$ cat src/rtl/request_unit.sv
// Request sequencer: instruction fetch, one data access, halt.
// Optional data-access watchdog enabled by REQ_UNIT_TIMEOUT_EN.
module request_unit (
  input  logic CLK,
  input  logic RST,
  input  logic MemRead,
  input  logic MemWrite,
  input  logic mem_halt,
  input  logic ihit,
  input  logic dhit,
  output logic iREN,
  output logic dREN,
  output logic dWEN,
  output logic pc_en,
  output logic halt,
  output logic dto_err
);

  typedef enum logic [1:0] {
    FETCH  = 2'd0,
    DATA   = 2'd1,
    HALTED = 2'd2
  } state_t;

  state_t state_q, state_d;
  logic   rd_q, rd_d;
  logic   wr_q, wr_d;
  logic   halt_q, halt_d;

`ifdef REQ_UNIT_TIMEOUT_EN
  logic [7:0] cnt_q, cnt_d;
  logic       dto_q, dto_d;
`endif

  always_ff @(posedge CLK) begin
    if (RST) begin
      state_q <= FETCH;
      rd_q    <= 1'b0;
      wr_q    <= 1'b0;
      halt_q  <= 1'b0;
`ifdef REQ_UNIT_TIMEOUT_EN
      cnt_q   <= 8'd0;
      dto_q   <= 1'b0;
`endif
    end else begin
      state_q <= state_d;
      rd_q    <= rd_d;
      wr_q    <= wr_d;
      halt_q  <= halt_d;
`ifdef REQ_UNIT_TIMEOUT_EN
      cnt_q   <= cnt_d;
      dto_q   <= dto_d;
`endif
    end
  end

  always_comb begin
    state_d = state_q;
    rd_d    = rd_q;
    wr_d    = wr_q;
    halt_d  = halt_q;
`ifdef REQ_UNIT_TIMEOUT_EN
    cnt_d   = cnt_q;
    dto_d   = dto_q;
`endif
    iREN    = 1'b0;
    dREN    = 1'b0;
    dWEN    = 1'b0;
    pc_en   = 1'b0;
    unique case (state_q)
      FETCH: begin
        iREN = 1'b1;
        if (ihit) begin
          if (mem_halt) begin
            state_d = HALTED;
            halt_d  = 1'b1;
          end else if (MemRead | MemWrite) begin
            // a load+store encoding degrades to a store
            rd_d    = MemRead & ~MemWrite;
            wr_d    = MemWrite;
            state_d = DATA;
`ifdef REQ_UNIT_TIMEOUT_EN
            cnt_d   = 8'd0;
`endif
          end else begin
            pc_en = 1'b1;
          end
        end
      end
      DATA: begin
        dREN = rd_q;
        dWEN = wr_q;
        if (dhit) begin
          pc_en   = 1'b1;
          state_d = FETCH;
        end
`ifdef REQ_UNIT_TIMEOUT_EN
        else if (cnt_q == 8'hff) begin
          state_d = HALTED;
          halt_d  = 1'b1;
          dto_d   = 1'b1;
        end else begin
          cnt_d = cnt_q + 8'd1;
        end
`endif
      end
      HALTED: begin
      end
      default: state_d = FETCH;
    endcase
    if (RST) pc_en = 1'b0;
  end

  assign halt = halt_q;

`ifdef REQ_UNIT_TIMEOUT_EN
  assign dto_err = dto_q;
`else
  assign dto_err = 1'b0;
`endif

endmodule

$ cat config.mk
export PLATFORM = sky130hd
export DESIGN_NAME = request_unit
export DESIGN_NICKNAME = d
export VERILOG_FILES = /design/src/rtl/request_unit.sv
export SDC_FILE = /design/constraint.sdc
export NUM_CORES = 1
export LEC_CHECK = 0
export CAP_MARGIN = 20
export CORE_AREA = 4 4 41 43
export DETAILED_ROUTE_END_ITERATION = 7
export DIE_AREA = 0 0 45 47
export DONT_BUFFER_PORTS = 1
export MAX_ROUTING_LAYER = met4
export SYNTH_ARGS = -nofsm -noshare
export SYNTH_HDL_FRONTEND = slang
export SYNTH_SLANG_ARGS = --single-unit
$ cat constraint.sdc
create_clock -name CLK -period 2.4 [get_ports CLK]
set_input_delay 0.24 -clock CLK [delete_from_list [all_inputs] [get_ports CLK]]
set_output_delay 0.24 -clock CLK [all_outputs]
set_load 0.02 [all_outputs]
Word level (Yosys, flattened, before mapping)
Index checks and enable logic that the tools add are counted.

Equality and inequality tests: 5. Reduce and logical (&&, ||, !) cells: 4. Bitwise logic cells: 5. Multiplexer cells: 14.

Operators by type and width (number): 1-bit two-way mux (8); 2-bit two-way mux (4); 4-bit AND reduction (2); 2-bit case mux with 3 select lines (1); 2-bit != test, second input constant (2); 3-bit != test, second input constant (1); 1-bit NOT (3); 3-bit AND reduction (1); 2-bit by 1-bit equality test with 1-bit output, second input constant (1); 2-bit equality test, second input constant (1); 2-bit zero test (1); 1-bit case mux with 2 select lines (1); 1-bit bitwise AND (1); 1-bit OR (1).

Register bits after elaboration: 5. Input bits: 7. Logic and storage cells: 32. Output and inout bits: 6.

Longest topological paths before layout
Gate-level depths: netlist of the first run.

Depth after elaboration: 6. Depth in mapped cells: 3. Mapped depth without buffers: 3.

Worst setup path after synthesis of the first run
OpenSTA, ideal clock, no wires.

Path kind: reg2out. Start: reg state_q[1]. End: out pc_en. Arrival time: 1.143 ns. Required time: 2.160 ns. Path buffers: 0. Stages on the path, launching flop included: 4. Setup slack: 1.017 ns. Cells stage by stage: dfxtp_1 -> nor4b_4 -> a22oi_1 -> nor2_1.

Word-level cells in the longest chain between the ends: 3. Elaborated cells between the ends (all ways): 4. Those cells by class: 1 x eq/ne; 2 x mux; 1 x reduce/logical.

Ends and longest elaborated chain: start: declaration (line 25) `state_t state_q, state_d;`; start signal: assignment (line 46) `state_q <= state_d;`; 2-bit by 1-bit equality test with 1-bit output or 2-bit zero test (tied branches) (line 70) `unique case (state_q)`; 1-bit case mux with 2 select lines (*) (line 70); 1-bit two-way mux (*) (line 111) `if (RST) pc_en = 1'b0;`; end: declaration (line 14) `output logic pc_en,`.

Every way passes the cells marked *; elsewhere a longest branch is shown, timed or not.

Final worst setup path of the first run
Same ends and word-level chain as after synthesis.

==> out/metrics.cfg, run 1 <==
[outcome]
status=finished clean

[run]
drv_cap=0

[layout]
final_cells=46
utilization=0.218
n_antenna_cell=0
final_nets=39
area.growth.synth_to_final_pct=15.2
drive_gt1_frac=0.129
final_area_um2=284
fillers=156

[die]
placeableCoreArea_um2=1300
ioPinCount=13
initial_utilization=0.189
dieArea_um2=2120
fp-row-count=13
die_w_um=45
die_y_um=47

[clock_network]
post_cts_buffers=0
tritoncts=done
insertion_delay_ps=250
cts_buffers=3
cts_root_buf=clkbuf_4
cts_hold_buf=0
path_clk_slew_ps=40
h-tree-depth=1
cts.sinks=5
cts_resized=0
clockBufferDepth=2

[logic_synthesis]
synth_edf_count=0
synth_compound_gate_area_share=0.228
netlist_instances=28
synth_flop_cell=dfxtp_1
synth_fa_ha_area_frac=0
synth_top_family_by_area=simple AND/OR/NAND/NOR gates
netlist_area_um2=246
synth_seq_area_share=0.406
yosys.area.top_type_share=0.406
syn_avg_cell_area_um2=8.80
ys_warn_count=0
synthMuxAreaShare=0
ys_types=16
async_flop_share=0
syn_nets=35
ys_ff_latch=5
synth_common_cells=dfxtp_1 (5), nor2_1 (4), a21oi_1 (3)
synth-xor-area-share=0
synthSimpleGateAreaFrac=0.320
yosysMostFrequentCell=dfxtp_1
netlist_top_cells_area=dfxtp_1 (41%), nor4b_4 (9.6%), a21oi_1 (6.1%)
yosys.area.top_type=dfxtp_1

[placed_design]
gp_congestion=0.654
port_buffers=0
placed_area_um2=258
dpl.cell_count=42

[timing]
fin_crit_ps=1740
rsz0062_at_grt=false
tns_ps=0
hold_viol_final=0
slew_viol_final=0
whs_ps=59.5
finalCritPeriodShare=0.726
finalSetupViolations=0
fmax_mhz=574
finClkSkew_ps=1.27

[worst_setup_path]
crit_slowest_cell=nor4b_4
critical_path.max_fanout=6
worstPathRequired_ps=2160
cp.depth=3
critPathBufInv=0
worstPathArrival_ps=1500
setup.worst_path.start=state_q[1]
r2r_slack_ps=1200
worstPathCellList=nor4b_4 > a22oi_1 > nor2_1
r2r-start=state_q[1]
critical_path_class=register to output pin
crit_end=pc_en
reg2reg_depth=3
r2r-end=rd_q
max_stage_delay_ps=420
cp_top_family=simple AND/OR/NAND/NOR gates
worstSetupStartpointType=register
cp-end-kind=output pin

[power]
clkPwrFrac=0.467
p_int_mw=0.160
comb_power_share=0.093
netSwitchingFraction=0.256
p_sw_mw=0.0551
p_per_area_nw_per_um2=757
peakVddDrop_mv=0.252
p_leak_nw=0.0991
pwr-share-seq=0.441

[route]
viasPerCell=4.57
routed_wl_um=559
drc=0
dr.pass1.iters=2
num_vias=210
wl_per_cell_um=12.2
ant_nets=0
drtIter0Drc=3

[min_path]
holdCritPathClass=input pin to register

[global_route]
grt_max_degree=8
grt-ovfl-total=0
track_usage=0.0767
grt_first_pass_wirelength_um=959
grt_pass1_vias=231
antenna_found_initial=0

state kept, by name (all words and copies together) (netlist names):
signal	cells
rd_q	1
wr_q	1
halt	1
state_q	2
metrics by stage:
stage                     power [mW]  worst slack, ps
final                          0.215              658
after global routing           0.233              537
after CTS                      0.219              626
after detailed placement       0.116              900
after global placement         0.116              923
after floorplan                0.115             1020
cell usage in the layout, fill, tap and decap left out:
cell      n
nor2b_1   1
a21oi_1   3
and2_1    2
nor4b_4   1
nand2_1   1
nand2b_1  2
a31oi_1   1
nor2_1    4
dfxtp_1   5
clkbuf_4  3
a211oi_1  2
a22oi_1   1
clkbuf_1  1
nor3_1    1
o21ai_1   1
conb_1    1
o21bai_1  1
cells by family (layout without fill, tap and decap cells):
kind of cell / count (synthesis) / in the layout
DFF: 5 / 5
other: 1 / 1
buffers and inverters: 1 / 4
AOI/OAI and AO/OA: 9 / 9
and+or+nand+nor: 12 / 12
power by group through the flow:
| stage | registers, mW | clock network [mW] | logic (mW) |
|---|---|---|---|
| after floorplan | 0.0956 | 0 | 0.0192 |
| after global placement | 0.0962 | 0 | 0.0199 |
| after detailed placement | 0.0964 | 0 | 0.0199 |
| after CTS | 0.0949 | 0.104 | 0.0202 |
| after global routing | 0.0954 | 0.115 | 0.0224 |
| final | 0.0948 | 0.100 | 0.0199 |
routing by layer:
metal / wire length [µm] / vias to the layer above / part of all wire / track usage
li1: - / 104 / - / -
met1: 221 / 93 / 0.40 / 0.0683
met2: 225 / 13 / 0.40 / 0.0932
met3: 112 / 0 / 0.20 / 0.0958
met4: 0 / 0 / 0 / 0.0351
met5: 0 / - / 0 / -
area by class of cell:
cell class | count | area [µm²] | share of cell area
multi-input cells | 22 | 139 | 0.489
flip-flops and latches | 5 | 100 | 0.352
clock buffers | 4 | 26.3 | 0.0925
well taps | 15 | 18.8 | 0.0661
worst min-delay path by stage:
stage | cells after the start | startpoint | end
floorplan | 1 | RST | halt
global placement | 1 | RST | halt
detailed placement | 1 | RST | halt
CTS | 1 | RST | halt
global route | 1 | RST | halt
finish | 1 | RST | halt
No activity file was read; power rests on OpenSTA's default activity.
==> run 2, diff against run 1 <==
==> constraint.sdc (replaced) <==
create_clock -name CLK -period 1.49 [get_ports CLK]
set_input_delay 0.149 -clock CLK [delete_from_list [all_inputs] [get_ports CLK]]
set_output_delay 0.149 -clock CLK [all_outputs]
set_load 0.02 [all_outputs]
==> run 2 against run 1 <==
  * Via count grew 6.2%
  * Clock power grew 58%
  * First-iteration DRC count grew 67%
  * Combinational power grew 120%
  * Sequential power grew 62%
  * Clock skew grew 4.2 ps
  * Critical endpoint unchanged
  * Highest routed layer unchanged
==> out/metrics.cfg, run 2 (same netlist as run 1, synthesis figures left out) <==
[route]
routed_wl_um=591
num_vias=223
drc=0
drtIter0Drc=5
wl_per_cell_um=11.6
ant_nets=0
dr.pass1.iters=4
viasPerCell=4.37

[clock_network]
h-tree-depth=1
tritoncts=done
insertion_delay_ps=250
cts_root_buf=clkbuf_4
path_clk_slew_ps=40
clockBufferDepth=2
cts_buffers=3
cts.sinks=5

[layout]
regMostFlops=state_q
n_antenna_cell=0
final_common_cell=nor2_1
fillers=151
utilization=0.255
final_nets=44
area.growth.synth_to_final_pct=34.5
regArea_um2=103
final_area_um2=332
drive_gt1_frac=0.278
largest_reg_flops=2
multi_input_area_um2=141
mostFrequentLayoutCells=nor2_1 (4), a21oi_1 (3), clkbuf_4 (3), dfxtp_1 (3), buf_4 (3)
final_cells=51

[timing]
fin_crit_ps=1400
finalCritPeriodShare=0.940
finalSetupViolations=0
hold_viol_final=0
finClkSkew_ps=5.46
fmax_mhz=714
whs_ps=4.74
slew_viol_final=0
rsz0062_at_grt=true

[die]
fp-row-count=13
die_w_um=45
placeableCoreArea_um2=1300
dieArea_um2=2120
ioPinCount=13
die_y_um=47
initial_utilization=0.189

[min_path]
min_to=wr_q
whs_path_depth=1
holdCritPathClass=input pin to register
worstHoldStart=RST

[global_route]
antenna_found_initial=0
grt-ovfl-total=0
grt_pass1_vias=242
grt_first_pass_wirelength_um=952
grt_max_degree=6
track_usage=0.0694

[run]
drv_cap=0

[power]
peakVddDrop_mv=0.689
power_mw=0.356
p_leak_nw=0.124
p_per_area_nw_per_um2=1070

[outcome]
status=finished clean

[worst_setup_path]
reg2reg_depth=5
critical_path_class=register to output pin
worstPathRequired_ps=1340
worstSetupStartpointType=register
critical_path.max_fanout=5
worstPathArrival_ps=1250
r2r_slack_ps=270
r2r-end=rd_q
cp-end-kind=output pin
r2r-start=state_q[0]

[placed_design]
placed_area_um2=273
dpl.cell_count=44
gp_congestion=0.672
port_buffers=0
dpl.hpwl_um=437

[run 2: changes by cell type in the layout (fill, tap and decap cells not counted)]
cell	change
buf_4	+3
dfxtp_1	-2
dfxtp_2	+2
dlygate4sd3_1	+2
nor2b_1	-1
nor2b_2	+1
[run 2: area by class of cell]
| type | count | share of cell area |
|---|---|---|
| Timing Repair Buffer | 5 | 0.128 |
| Sequential cell | 5 | 0.309 |
| Clock buffer | 4 | 0.0792 |
| Tap cell | 15 | 0.0566 |
| Multi-Input combinational cell | 22 | 0.426 |
[run 2: what timing repair did]
action                                  4_1_cts  5_1_grt
hold endpoints to repair                      4        0
resized for setup                             0        3
hold buffers                                  2        0
setup buffers                                 0        1
endpoints found under the setup margin        0        1
[run 2: critical path, stage by stage, from the launching register on]
cell	delay [ps]
dfxtp_2	340
nor4b_4	270
a22oi_1	120
nor2_1	120
buf_4	150
[run 2: power breakdown]
| part | total, mW | switching, mW | leakage (nW) | internal [mW] |
|---|---|---|---|---|
| clock | 0.158 | 0.0566 | 0.0150 | 0.101 |
| sequential | 0.154 | 0.0107 | 0.0418 | 0.143 |
| combinational | 0.0443 | 0.0217 | 0.0668 | 0.0226 |
[run 2: layer usage]
| layer | GRT usage | vias up | routed length, µm |
|---|---|---|---|
| li1 | - | 113 | - |
| met1 | 0.0685 | 98 | 225 |
| met2 | 0.0989 | 12 | 268 |
| met3 | 0.0766 | 0 | 96 |
| met4 | 0 | 0 | 0 |
| met5 | - | - | 0 |
[run 2: how the worst max path moves through the flow]
| stage | cells past startpoint | start | slack (ps) | end |
|---|---|---|---|---|
| 2_1_floorplan | 3 | state_q[1] | 200 | pc_en |
| 3_3_place_gp | 4 | state_q[1] | 280 | pc_en |
| 4_1_cts | 4 | state_q[1] | 30 | pc_en |
| 6_report | 4 | state_q[0] | 90 | pc_en |
| 3_5_place_dp | 4 | state_q[1] | 300 | pc_en |
| 5_1_grt | 4 | state_q[0] | -30 | pc_en |
[run 2: through the flow]
step                worst slack, ps  TNS [ps]
global route                  -34.5     -34.5
finish                         88.9         0
floorplan                       198         0
global placement                283         0
detailed placement              298         0
CTS                            26.7         0
